<file path="src/rtl/fetch_unit_pkg.sv">
// Shared definitions for the instruction-fetch stage: jump encodings, FSM states,
// the fetched-instruction packet and reset/bubble defaults.
package fetch_unit_pkg;

  localparam logic [31:0] DEFAULT_RESET_PC = 32'h0000_0000;
  localparam logic [31:0] DEFAULT_NOP_INST = 32'h0000_0013;  // addi x0,x0,0

  typedef enum logic [1:0] {
    JUMP_SEQ  = 2'd0,
    JUMP_BR   = 2'd1,
    JUMP_JALR = 2'd2,
    JUMP_RSVD = 2'd3
  } jump_t;

  typedef enum logic [1:0] {
    S_FETCH = 2'd0,
    S_HOLD  = 2'd1,
    S_DROP  = 2'd2
  } state_t;

  typedef struct packed {
    logic [31:0] inst;
    logic [31:0] pc;
  } fetch_pkt_t;

  function automatic logic [31:0] pc_plus4(input logic [31:0] pc);
    return pc + 32'd4;  // wraps modulo 2^32
  endfunction

endpackage

</file>
<file path="src/rtl/fetch_unit_ifid.sv">
// IF/ID pipeline register: flush loads a bubble, stop holds, otherwise it
// takes the offered packet or a bubble when nothing is offered.
module ifid_reg
  import fetch_unit_pkg::*;
#(
  parameter logic [31:0] NOP_INST = DEFAULT_NOP_INST
) (
  input  logic        clk,
  input  logic        rst,
  input  logic        flush,
  input  logic        stop,
  input  logic        load,
  input  fetch_pkt_t  pkt,
  output logic [31:0] id_inst,
  output logic [31:0] id_pc,
  output logic [31:0] id_pc4,
  output logic        id_valid
);

  // NOTE: sequential state uses non-blocking (<=) so every flop samples
  // pre-edge values; blocking here would create order-dependent races.
  always_ff @(posedge clk or posedge rst) begin
    if (rst) begin
      id_inst  <= NOP_INST;
      id_valid <= 1'b0;
      id_pc    <= 32'h0000_0000;
      id_pc4   <= 32'h0000_0004;
    end else if (flush) begin
      // Bubble keeps the old pc fields so downstream sees stable values.
      id_inst  <= NOP_INST;
      id_valid <= 1'b0;
    end else if (!stop) begin
      if (load) begin
        id_inst  <= pkt.inst;
        id_pc    <= pkt.pc;
        id_pc4   <= pc_plus4(pkt.pc);
        id_valid <= 1'b1;
      end else begin
        id_inst  <= NOP_INST;
        id_valid <= 1'b0;
      end
    end
  end

endmodule

</file>
<file path="src/rtl/fetch_unit.sv">
// Instruction-fetch stage: owns the PC, drives the imem request/ack handshake,
// applies stall/flush/redirect and skid-buffers an instruction during a stall.
module fetch_unit
  import fetch_unit_pkg::*;
#(
  parameter logic [31:0] RESET_PC = DEFAULT_RESET_PC,
  parameter logic [31:0] NOP_INST = DEFAULT_NOP_INST
) (
  input  logic        clk,
  input  logic        rst,
  input  logic        pc_stop,
  input  logic        if_id_stop,
  input  logic        if_id_flush,
  input  logic [1:0]  jump,
  input  logic [31:0] br_target,
  input  logic [31:0] jalr_target,
  output logic        imem_req,
  output logic [31:0] imem_addr,
  input  logic        imem_ack,
  input  logic [31:0] imem_rdata,
  output logic [31:0] id_pc,
  output logic [31:0] id_pc4,
  output logic [31:0] id_inst,
  output logic        id_valid
);

  state_t      state_q, state_d;
  logic [31:0] pc_q, pc_d;
  logic [31:0] drop_addr_q, drop_addr_d;  // address of the request being dropped
  fetch_pkt_t  buf_q, buf_d;

  logic        redirect;
  logic        stall;
  logic [31:0] target;
  logic        req_active;
  logic        ifid_load;
  fetch_pkt_t  ifid_pkt;

  // Reserved jump encoding falls through as sequential.
  always_comb begin
    redirect = (jump == JUMP_BR) || (jump == JUMP_JALR);
    target   = (jump == JUMP_BR) ? br_target : (jalr_target & 32'hFFFF_FFFE);
    stall    = pc_stop || if_id_stop;
  end

  // NOTE: every variable written below gets a default first, so no path
  // leaves one unassigned and no latch is inferred.
  always_comb begin
    state_d     = state_q;
    pc_d        = pc_q;
    drop_addr_d = drop_addr_q;
    buf_d       = buf_q;
    req_active  = 1'b0;
    imem_addr   = pc_q;
    ifid_load   = 1'b0;
    ifid_pkt    = '{inst: imem_rdata, pc: pc_q};

    unique case (state_q)
      S_FETCH: begin
        req_active = 1'b1;
        if (redirect) begin
          pc_d = target;
          if (!imem_ack) begin
            // Request already on the bus must complete at its original address.
            state_d     = S_DROP;
            drop_addr_d = pc_q;
          end
        end else if (!if_id_flush && imem_ack) begin
          pc_d = pc_plus4(pc_q);
          if (stall) begin
            buf_d   = '{inst: imem_rdata, pc: pc_q};
            state_d = S_HOLD;
          end else begin
            ifid_load = 1'b1;
          end
        end
      end

      S_HOLD: begin
        if (redirect) begin
          pc_d    = target;
          state_d = S_FETCH;
        end else if (if_id_flush) begin
          // Buffered instruction is squashed; refetch it after the flush.
          pc_d    = buf_q.pc;
          state_d = S_FETCH;
        end else if (!stall) begin
          ifid_load = 1'b1;
          ifid_pkt  = buf_q;
          state_d   = S_FETCH;
        end
      end

      S_DROP: begin
        req_active = 1'b1;
        imem_addr  = drop_addr_q;
        if (redirect) begin
          pc_d = target;
        end
        if (imem_ack) begin
          state_d = S_FETCH;
        end
      end

      default: begin
        state_d = S_FETCH;
      end
    endcase
  end

  // NOTE: request is gated combinationally by rst so it drops the moment
  // reset asserts, not on the next edge.
  assign imem_req = req_active && !rst;

  always_ff @(posedge clk or posedge rst) begin
    if (rst) begin
      state_q     <= S_FETCH;
      pc_q        <= RESET_PC;
      drop_addr_q <= RESET_PC;
      buf_q       <= '0;
    end else begin
      state_q     <= state_d;
      pc_q        <= pc_d;
      drop_addr_q <= drop_addr_d;
      buf_q       <= buf_d;
    end
  end

  ifid_reg #(
    .NOP_INST (NOP_INST)
  ) u_ifid (
    .clk      (clk),
    .rst      (rst),
    .flush    (if_id_flush),
    .stop     (if_id_stop),
    .load     (ifid_load),
    .pkt      (ifid_pkt),
    .id_inst  (id_inst),
    .id_pc    (id_pc),
    .id_pc4   (id_pc4),
    .id_valid (id_valid)
  );

endmodule

</file>
<file path="config.mk">
export PLATFORM = sky130hd
export DESIGN_NAME = fetch_unit
export DESIGN_NICKNAME = d
export VERILOG_FILES = /design/src/rtl/fetch_unit_pkg.sv /design/src/rtl/fetch_unit_ifid.sv /design/src/rtl/fetch_unit.sv
export SDC_FILE = /design/constraint.sdc
export NUM_CORES = 1
export LEC_CHECK = 0
export ABC_CLOCK_PERIOD_IN_PS = 11300
export BUFFER_PORTS_ARGS = -buffer_cell sky130_fd_sc_hd__buf_2
export CAP_MARGIN = 20
export CORE_MARGIN = 10
export CORE_UTILIZATION = 55
export CTS_BUF_LIST = sky130_fd_sc_hd__clkbuf_8
export DETAILED_ROUTE_END_ITERATION = 10
export GPL_ROUTABILITY_DRIVEN = 0
export HOLD_SLACK_MARGIN = 0.06
export PLACE_DENSITY = 0.8
export SKIP_LAST_GASP = 1
export SLEW_MARGIN = 20
export SYNTH_ARGS = -nofsm -noshare
export SYNTH_HDL_FRONTEND = slang
export SYNTH_SLANG_ARGS = --single-unit
</file>
<file path="constraint.sdc">
create_clock -name clk -period 11.3 [get_ports clk]
set_clock_uncertainty 0.2 [all_clocks]
set_input_delay 2.26 -clock clk [delete_from_list [all_inputs] [get_ports clk]]
set_output_delay 2.26 -clock clk [all_outputs]
set_load 0.03 [all_outputs]
</file>
==> results of run 1 <==
[per-layer routing]
| metal | track usage [%] | vias to the layer above |
|---|---|---|
| li1 | - | 4661 |
| met1 | 33.6 | 4838 |
| met2 | 35.8 | 570 |
| met3 | 6.74 | 68 |
| met4 | 8.17 | 0 |
| met5 | 0 | - |
[tightest hold or removal path, delay by kind of cell, from the launching register on]
kind / cells / cell delay, ns
DFF: 1 / 0.34
and+or+nand+nor: 2 / 0.10
[cell usage after synthesis (14+ instances only)]
cell type and instances:
xnor2_1 20, a31oi_1 14, o21ai_0 143, dfrtp_1 221, clkbuf_1 87, nand3_1 21
nand2_1 179, nor2_1 53, a21oi_1 30, and3_1 16, mux2_2 135, mux2i_1 40
nand4_1 23, a22oi_1 34, inv_1 17
[state kept, by name (all words and copies together), names as in the netlist]
name,cells
buf_q,64
u_ifid.id_pc,30
u_ifid.id_pc4,32
drop_addr_q,32
pc_q,32
u_ifid.id_inst,32
state_q,2
u_ifid.id_valid,1
[cell type report]
cell class	count	area, um^2	share of cell area (%)
Antenna cell	1	2.50	0.0182
Clock buffer	47	647	4.70
Clock inverter	21	98.8	0.718
Sequential cell	225	5640	40.9
Multi-Input combinational cell	846	5660	41.1
Timing Repair Buffer	248	1300	9.45
Tap cell	275	344	2.50
Inverter	17	76.3	0.554
[power breakdown]
part,switching [W],internal [W],leakage [nW]
Clock,0.000333,0.000377,0.430
Sequential,0.000349,0.00112,2.89
Combinational,0.000989,0.000573,3.13
Total,0.00167,0.00207,6.45
[logic make-up (layout without fill, tap and decap cells)]
logic type               Yosys count  in the layout  synth area share [%]
AND/OR/NAND/NOR                  339            339                  13.1
buffers and inverters            122            333                  4.02
AO/OA/AOI/OAI                    293            293                  15.3
multiplexers                     175            175                  16.4
XOR/XNOR                          32             32                  2.39
adder cells (fa/ha/maj)            7              7                 0.747
other                              0              1                     0
flip-flops                       225            225                  48.1
[path summary, 6_finish.rpt]
| kind | slack [ns] | cells after the start | startpoint | end |
|---|---|---|---|---|
| max | 5.41 | 16 | jump[1] | u_ifid.id_pc4[20] |
| min | 0.27 | 2 | u_ifid.id_pc[4] | u_ifid.id_pc[4] |
| max reg2reg | 6.79 | 14 | state_q[1] | u_ifid.id_pc4[20] |
| min reg2reg | 0.27 | 2 | u_ifid.id_pc[4] | u_ifid.id_pc[4] |
| max in group asynchronous | 7.90 | 3 | rst | buf_q[59] |
| min in group asynchronous | 1.63 | 2 | rst | pc_q[7] |
[through the flow]
step | utilization, % | hold WS (ns) | total power, W | worst slack (ns)
6_report | 65.5 | 0.270 | 0.00374 | 5.41
5_1_grt | 65.5 | 0.295 | 0.00396 | 5.04
4_1_cts | 65.3 | 0.273 | 0.00373 | 5.09
3_5_place_dp | 61.8 | 0.257 | 0.00302 | 4.53
3_3_place_gp | 61.8 | 0.249 | 0.00295 | 4.63
2_1_floorplan | - | 0.275 | 0.00250 | 2.68
==> reports/metrics.cfg, run 1 <==
[detailed_routing]
dr.pass1.iters=5
wl_met2_um=15600
drt.antenna.violating_nets=0
wl_met3_um=3660
met1_length_um=14800
drc_errors=0
top_layer_used=met4
routed_wl_um=35000
drt-initial-drc-count=1243
wire_per_inst_um=20.8
num_vias=10137
vias_per_cell=6.03

[final_layout]
nNetsFinal=1487
syn2layout_area_growth_pct=17.5
drive_gt1_share_pct=32.5
final.fill_count=1655
layout.cells.non_filler=1680
layout_commonest_cell=buf_2
fin_area_um2=13800
final_cell_mix=buf_2, dfrtp_1, nand2_1, o21ai_0, mux2_2

[sta]
setup_violations=0
finalSetupTns_ns=0
rsz0062_at_grt=false
fin_crit_sh_pct=52.1
maxSlewViolCount=0
clock.fmax_mhz=170
relSlewSlack_pct=24.0
tightestPinTransition_ns=1.14
post-route-min-period_ns=5.89
finalHoldViolCount=0

[critical_path]
end_kind=register
critical_path.slowest_cell=nand2_4
worstPathArrival_ns=6.09
crit_family=compound AO/OA/AOI/OAI gates
path_max_fanout=50
cp_cell_sequence=buf_2 > inv_1 > ha_2 > buf_4 > and2_2 > buf_4 > nand2_4 > nand2_1 > nand2_1 > ha_1 > nand4_1 > a211o_1 > a22oi_1 > a21boi_0 > xor2_1 > o21ai_0
cp-start-kind=primary input
critPathKind=in -> reg
worstPathRequired_ns=11.50
critPathMaxStageDelay_ns=0.57
critical_path_buf_inv_count=4

[yosys]
synthCells=1193
yosysWarningCount=0
async_reset_ff_share_pct=100
synth_top_area_cell=dfrtp_1
ys_ff_latch=225
synth-edff-count=0
syn-num-nets=1304
synth_area_leaders=dfrtp_1, mux2_2, o21ai_0
seq_area_frac_synth_pct=48.1
yosysTopAreaCellShare_pct=47.2
yosysUniqueCellTypes=60
syn_area_per_cell_um2=9.83
synthFlopType=dfrtp_1
syn_area_um2=11700

[pwr]
vdd_drop_max_uv=171
p_leak_nw=6.45
pwr_density_cell_nw_per_um2=272

[job]
maxCapViolations=0

[die]
die_w_um=166
num_rows=53
start_util_pct=55.8
pin_count=234
core_um2=21000
die_h_um=166
dieArea_um2=27600

[status]
outcome=completed

[placement]
place_inst=1610
io_buffers=232
post_dp_cell_area_um2=13000
post-dp-hpwl_um=24600

[clock_network]
root_buffer=clkbuf_8
cts.clk_slew.worst_paths_ns=0.06
htreeDepth=2
holdBufCountCts=0
clk_latency_ns=0.56
cts_made_buffers=38
clock_sinks=225
cts_resized=0
post-cts-setup-buffers=0
cts_tree=yes
clockBufferDepth=3

[grt]
overflow=0
antenna_found_initial=1
grt_first_pass_wirelength_um=55300
first_global_vias=9978
grt.total_usage_pct=24.2
grt_max_degree=156

[min_path]
min-delay-path-class=reg -> reg

Note: power is estimated with default switching activity, not from simulation.
==> run 2, diff against run 1 <==
--- a/config.mk
+++ b/config.mk
@@ -5,7 +5,7 @@
 export SDC_FILE = /design/constraint.sdc
 export NUM_CORES = 1
 export LEC_CHECK = 0
-export ABC_CLOCK_PERIOD_IN_PS = 11300
+export ABC_CLOCK_PERIOD_IN_PS = 5800
 export BUFFER_PORTS_ARGS = -buffer_cell sky130_fd_sc_hd__buf_2
 export CAP_MARGIN = 20
 export CORE_MARGIN = 10
==> constraint.sdc (replaced) <==
create_clock -name clk -period 5.8 [get_ports clk]
set_clock_uncertainty 0.2 [all_clocks]
set_input_delay 1.16 -clock clk [delete_from_list [all_inputs] [get_ports clk]]
set_output_delay 1.16 -clock clk [all_outputs]
set_load 0.03 [all_outputs]
==> run 2 against run 1 <==
Effect of this change: sequential share of layout area decreased by 0.41 points; register-to-register slack got worse by 5.0 ns; core utilization increased by 0.66 points; die area unchanged; worst setup slack got worse by 3.8 ns; non-clock buffer count increased by 6; wire length decreased by 0.68%.
==> reports/metrics.cfg, run 2 (synthesis results as in run 1) <==
[grt]
grt_max_degree=111  ; was 156
overflow=0  ; unchanged
grt.total_usage_pct=24.1  ; was 24.2%
antenna_found_initial=2  ; was 1
first_global_vias=10126  ; was 9978
grt_first_pass_wirelength_um=55200  ; was 55300 um

[critical_path]
critPathKind=in -> reg  ; unchanged
worstPathArrival_ns=4.37  ; was 6.09 ns
cp-start-kind=primary input  ; unchanged
critical_path.slowest_cell=a22oi_1  ; was nand2_4
crit_family=compound AO/OA/AOI/OAI gates  ; unchanged
end_kind=register  ; unchanged
crit_top_cell=nand2_1
worstPathRequired_ns=6.00  ; was 11.50 ns
cp_cell_sequence=buf_2 > inv_1 > ha_2 > nand2_1 > nor2_1 > nand2_1 > nand2_1 > ha_1 > nand4_1 > a211o_1 > a22oi_1 > o21ai_0 > xnor2_1 > o21ai_0  ; was buf_2 > inv_1 > ha_2 > buf_4 > and2_2 > buf_4 > nand2_4 > nand2_1 > nand2_1 > ha_1 > nand4_1 > a211o_1 > a22oi_1 > a21boi_0 > xor2_1 > o21ai_0
critPathMaxStageDelay_ns=0.56  ; was 0.57 ns
path_max_fanout=13  ; was 50
critical_path_buf_inv_count=2  ; was 4

[sta]
relSlewSlack_pct=21.4  ; was 24.0%
maxSlewViolCount=0  ; unchanged
post-route-min-period_ns=4.17
fin_crit_sh_pct=71.9
holdWs_ns=0.264  ; was 0.270 ns
tightestPinTransition_ns=1.18  ; was 1.14 ns
clock.fmax_mhz=240
rsz0062_at_grt=false  ; unchanged
setup_violations=0  ; unchanged
finalSetupTns_ns=0  ; unchanged
finalHoldViolCount=0  ; unchanged

[detailed_routing]
drt-initial-drc-count=1353  ; was 1243
drc_errors=0  ; unchanged
routed_wl_um=34700  ; was 35000 um
num_vias=10282  ; was 10137
vias_per_cell=6.09  ; was 6.03
dr.pass1.iters=6  ; was 5
wire_per_inst_um=20.6  ; was 20.8 um
drt.antenna.violating_nets=0  ; unchanged

[final_layout]
final.fill_count=1689  ; was 1655
layout_commonest_cell=buf_2  ; unchanged
top_register=buf_q  ; unchanged
syn2layout_area_growth_pct=18.6  ; was 17.5%
drive_gt1_share_pct=33.0  ; was 32.5%
nNetsFinal=1494  ; was 1487
largest_register_ffs=64  ; unchanged
final_cell_mix=buf_2, dfrtp_1, nand2_1, o21ai_0, mux2_2  ; unchanged

[clock_network]
holdBufCountCts=0  ; unchanged
htreeDepth=2  ; unchanged
root_buffer=clkbuf_8  ; unchanged
post-cts-setup-buffers=0  ; unchanged
clockBufferDepth=3  ; unchanged
cts.clk_slew.worst_paths_ns=0.06  ; about the same
cts_made_buffers=39  ; was 38
clk_latency_ns=0.55  ; was 0.56 ns
clock_sinks=225  ; unchanged
cts_tree=yes  ; unchanged
cts_resized=0  ; unchanged

[pwr]
pwr_density_cell_nw_per_um2=534  ; was 272 nW/um^2
vdd_drop_max_uv=312  ; was 171 uV
p_leak_nw=6.50  ; was 6.45 nW

[placement]
post-dp-hpwl_um=24900  ; was 24600 um
io_buffers=232  ; unchanged

[job]
maxCapViolations=0  ; unchanged

[die]
start_util_pct=55.8  ; unchanged
num_rows=53  ; unchanged
core_um2=21000  ; unchanged
dieArea_um2=27600  ; unchanged
pin_count=234  ; unchanged
die_w_um=166  ; unchanged
die_h_um=166  ; unchanged

[min_path]
min-delay-path-class=reg -> reg  ; unchanged

[status]
outcome=completed  ; unchanged

[run 2: path summary, 6_finish.rpt]
check,slack [ns],from,cells after the start,to
max,1.63,jump[1],14,u_ifid.id_pc4[18]
min,0.26,u_ifid.id_pc4[2],2,u_ifid.id_pc4[2]
max reg2reg,1.77,state_q[1],14,u_ifid.id_pc4[18]
min reg2reg,0.26,u_ifid.id_pc4[2],2,u_ifid.id_pc4[2]
max in group asynchronous,3.43,rst,3,u_ifid.id_inst[24]
min in group asynchronous,0.55,rst,2,pc_q[30]
[run 2: cell type report]
| class | count | area (um^2) | area share [%] |
|---|---|---|---|
| multi-input cells | 846 | 5660 | 40.7 |
| clock inverters | 10 | 40.0 | 0.288 |
| repair buffers | 254 | 1360 | 9.77 |
| well taps | 275 | 344 | 2.47 |
| flip-flops and latches | 225 | 5640 | 40.5 |
| clock buffers | 58 | 798 | 5.74 |
| diodes | 2 | 5.00 | 0.0360 |
| inverters | 17 | 67.6 | 0.486 |
[run 2: power breakdown]
part           switching (W)  leakage (nW)  internal [W]  total [W]
registers           0.000665          2.89       0.00219    0.00285
clock network       0.000642         0.467      0.000874    0.00152
logic                0.00194          3.14       0.00112    0.00306
[run 2: layer usage]
layer / GRT usage [%] / wire [um] / vias up / part of all wire (%)
met5: 0 / 0 / - / 0
met2: 35.6 / 15200 / 620 / 44
met3: 5.89 / 3830 / 93 / 11
li1: - / - / 4684 / -
met1: 33.6 / 14600 / 4885 / 42
met4: 8.74 / 1050 / 0 / 3.0
[run 2: metrics by stage]
stage          util (%)  cells  cell area [um^2]  worst slack [ns]  total power [W]
6_report           66.2   1687             13900              1.63          0.00743
2_1_floorplan         -   1193             11700              1.29          0.00487
3_5_place_dp       62.0   1616             13000              1.10          0.00588
5_1_grt            66.2   1687             13900              1.28          0.00784
4_1_cts            66.0   1684             13900              1.66          0.00741
3_3_place_gp       62.0   1616             13000              1.13          0.00576
[run 2: worst reg2reg max path, stage by stage (launching register included)]
cell and delay [ns]:
dfrtp_1 0.43, inv_1 0.13, ha_1 0.15, buf_4 0.19
nand2_1 0.33, nor2_1 0.50, nand2_1 0.13, nand2_1 0.09
ha_1 0.27, nand4_1 0.12, a211o_1 0.28, a22oi_1 0.56
o21ai_0 0.23, xnor2_1 0.20, o21ai_0 0.09
==> run 3, diff against run 2 <==
--- a/config.mk
+++ b/config.mk
@@ -5,16 +5,16 @@
 export SDC_FILE = /design/constraint.sdc
 export NUM_CORES = 1
 export LEC_CHECK = 0
-export ABC_CLOCK_PERIOD_IN_PS = 5800
+export ABC_CLOCK_PERIOD_IN_PS = 3400
 export BUFFER_PORTS_ARGS = -buffer_cell sky130_fd_sc_hd__buf_2
 export CAP_MARGIN = 20
 export CORE_MARGIN = 10
-export CORE_UTILIZATION = 55
+export CORE_UTILIZATION = 52
 export CTS_BUF_LIST = sky130_fd_sc_hd__clkbuf_8
 export DETAILED_ROUTE_END_ITERATION = 10
 export GPL_ROUTABILITY_DRIVEN = 0
 export HOLD_SLACK_MARGIN = 0.06
-export PLACE_DENSITY = 0.8
+export PLACE_DENSITY = 0.79
 export SKIP_LAST_GASP = 1
 export SLEW_MARGIN = 20
 export SYNTH_ARGS = -nofsm -noshare
==> constraint.sdc (replaced) <==
create_clock -name clk -period 3.4 [get_ports clk]
set_clock_uncertainty 0.2 [all_clocks]
set_input_delay 0.68 -clock clk [delete_from_list [all_inputs] [get_ports clk]]
set_output_delay 0.68 -clock clk [all_outputs]
set_load 0.03 [all_outputs]
==> run 3 against run 2 <==
Effect of this change: final cell count is 1.9% higher; die area is 5.1% higher; count of clock-buffer cells in the layout is 8 lower; sequential share of layout area is 0.92 points lower; register-to-register slack worse by 1.5 ns; power is 71% higher; worst setup slack worse by 1.5 ns; wire length is 2.1% higher; core utilization is 1.6 points lower; first-iteration DRC count is 17% higher; via count is 0.30% higher; clock power is 65% higher; largest power group unchanged.
==> reports/metrics.cfg, run 3 (synthesis results as in run 1) <==
[sta]
finalSetupTns_ns=0  ; unchanged
relSlewSlack_pct=37.7  ; was 21.4%
setup_violations=0  ; unchanged
rsz0062_at_grt=false  ; unchanged
post-route-min-period_ns=3.25
tightestPinTransition_ns=0.933  ; was 1.18 ns
clock.fmax_mhz=308
fin_ws_ns=0.150  ; was 1.63 ns
maxSlewViolCount=0  ; unchanged
fin_crit_sh_pct=95.6
finalHoldViolCount=0  ; unchanged

[placement]
post-dp-hpwl_um=25600  ; was 24900 um
io_buffers=232  ; unchanged
dp_slack_ns=0.0507  ; was 1.10 ns

[detailed_routing]
drt.antenna.violating_nets=0  ; unchanged
vias_per_cell=6.00  ; was 6.09
dr.pass1.iters=6  ; unchanged
num_vias=10313  ; was 10282
drc_errors=0  ; unchanged
drt-initial-drc-count=1582  ; was 1353
wire_per_inst_um=20.6  ; about the same
routed_wl_um=35400  ; was 34700 um

[die]
die_w_um=170  ; was 166 um
num_rows=54  ; was 53
dieArea_um2=28900  ; was 27600 um^2
pin_count=234  ; unchanged
start_util_pct=53.2  ; was 55.8%
core_um2=22000  ; was 21000 um^2
die_h_um=170  ; was 166 um

[critical_path]
worstPathArrival_ns=2.37  ; was 4.37 ns
path_max_fanout=31  ; was 13
r2r_cells=10  ; was 14
critPathKind=reg -> out  ; was in -> reg
end_kind=output port  ; was register
worstReg2RegStart=state_q[1]  ; unchanged
worstPathRequired_ns=2.52  ; was 6.00 ns
r2r_slack_ns=0.30  ; was 1.77 ns
r2r_end=u_ifid.id_pc4[25]  ; was u_ifid.id_pc4[18]
cp-start-kind=register  ; was primary input

[final_layout]
nNetsFinal=1523  ; was 1494
final_cell_mix=buf_2, dfrtp_1, nand2_1, o21ai_0, mux2_2  ; unchanged
largest_register_ffs=64  ; unchanged
layout_commonest_cell=buf_2  ; unchanged
syn2layout_area_growth_pct=21.4  ; was 18.6%
antennaDiodeCount=0  ; was 2
top_register=buf_q  ; unchanged
drive_gt1_share_pct=34.9  ; was 33.0%

[grt]
grt_first_pass_wirelength_um=55000  ; was 55200 um
antenna_found_initial=1  ; was 2
first_global_vias=10214  ; was 10126
overflow=0  ; unchanged
grt.total_usage_pct=23.5  ; was 24.1%
grt_max_degree=111  ; unchanged

[clock_network]
post-cts-setup-buffers=0  ; unchanged
cts_resized=0  ; unchanged
cts_made_buffers=38  ; was 39
clockBufferDepth=3  ; unchanged
cts_tree=yes  ; unchanged
holdBufCountCts=0  ; unchanged
root_buffer=clkbuf_8  ; unchanged
htreeDepth=2  ; unchanged
cts.clk_slew.worst_paths_ns=0.06  ; about the same
clk_latency_ns=0.55  ; about the same
clock_sinks=225  ; unchanged

[pwr]
pwr_density_cell_nw_per_um2=893  ; was 534 nW/um^2
p_leak_nw=6.67  ; was 6.50 nW
vdd_drop_max_uv=474  ; was 312 uV

[status]
outcome=completed  ; unchanged

[job]
maxCapViolations=0  ; unchanged

[min_path]
min-delay-path-class=in -> async  ; was reg -> reg

[run 3: changes by cell type in the layout (fill, tap and decap cells not counted), sizes merged]
cell	delta
diode	-2
clkinv	+2
inv	+4
bufinv	+1
clkbuf	-8
buf	+30
[run 3: worst max path at each step]
| stage | start | endpoint | slack, ns |
|---|---|---|---|
| 2_1_floorplan | rst | buf_q[0] | -0.41 |
| 3_3_place_gp | pc_stop | u_ifid.id_pc4[20] | 0.14 |
| 3_5_place_dp | jump[1] | u_ifid.id_pc4[25] | 0.05 |
| 4_1_cts | state_q[0] | imem_addr[29] | 0.14 |
| 5_1_grt | state_q[0] | imem_addr[13] | 0.02 |
| 6_report | state_q[0] | imem_addr[11] | 0.15 |
[run 3: metrics by stage]
step                      util, %  power (W)  cell area, um^2  cells  hold slack (ns)
after floorplan                 -    0.00834            11800   1193            0.275
after global placement       61.0    0.00998            13400   1652            0.251
after detailed placement     61.0     0.0102            13400   1652            0.249
after CTS                    64.6     0.0127            14200   1719            0.160
after global routing         64.6     0.0134            14200   1719            0.180
final                        64.6     0.0127            14200   1719            0.152
[run 3: layer usage]
metal / share of wire (%) / routed length, um / GRT usage (%)
met5: 0.020 / 7 / 0
met4: 2.9 / 1020 / 8.05
met3: 11 / 3800 / 6.73
met2: 46 / 16300 / 36.6
met1: 40 / 14300 / 30.7
[run 3: layout make-up]
| class | count | area [um^2] |
|---|---|---|
| Clock buffer | 50 | 688 |
| Clock inverter | 17 | 105 |
| Fill cell | 1759 | 7800 |
| Inverter | 17 | 67.6 |
| Multi-Input combinational cell | 846 | 5710 |
| Sequential cell | 225 | 5640 |
| Tap cell | 280 | 350 |
| Timing Repair Buffer | 284 | 1680 |
[run 3: critical path: stages (launching register included)]
cell and delay [ns]:
dfrtp_1 0.47, inv_1 0.12, ha_2 0.45, buf_12 0.25
mux2_2 0.37, buf_2 0.18
[run 3: power breakdown]
part           switching, W  internal (W)
registers           0.00101       0.00373
clock network       0.00111       0.00140
logic               0.00341       0.00205
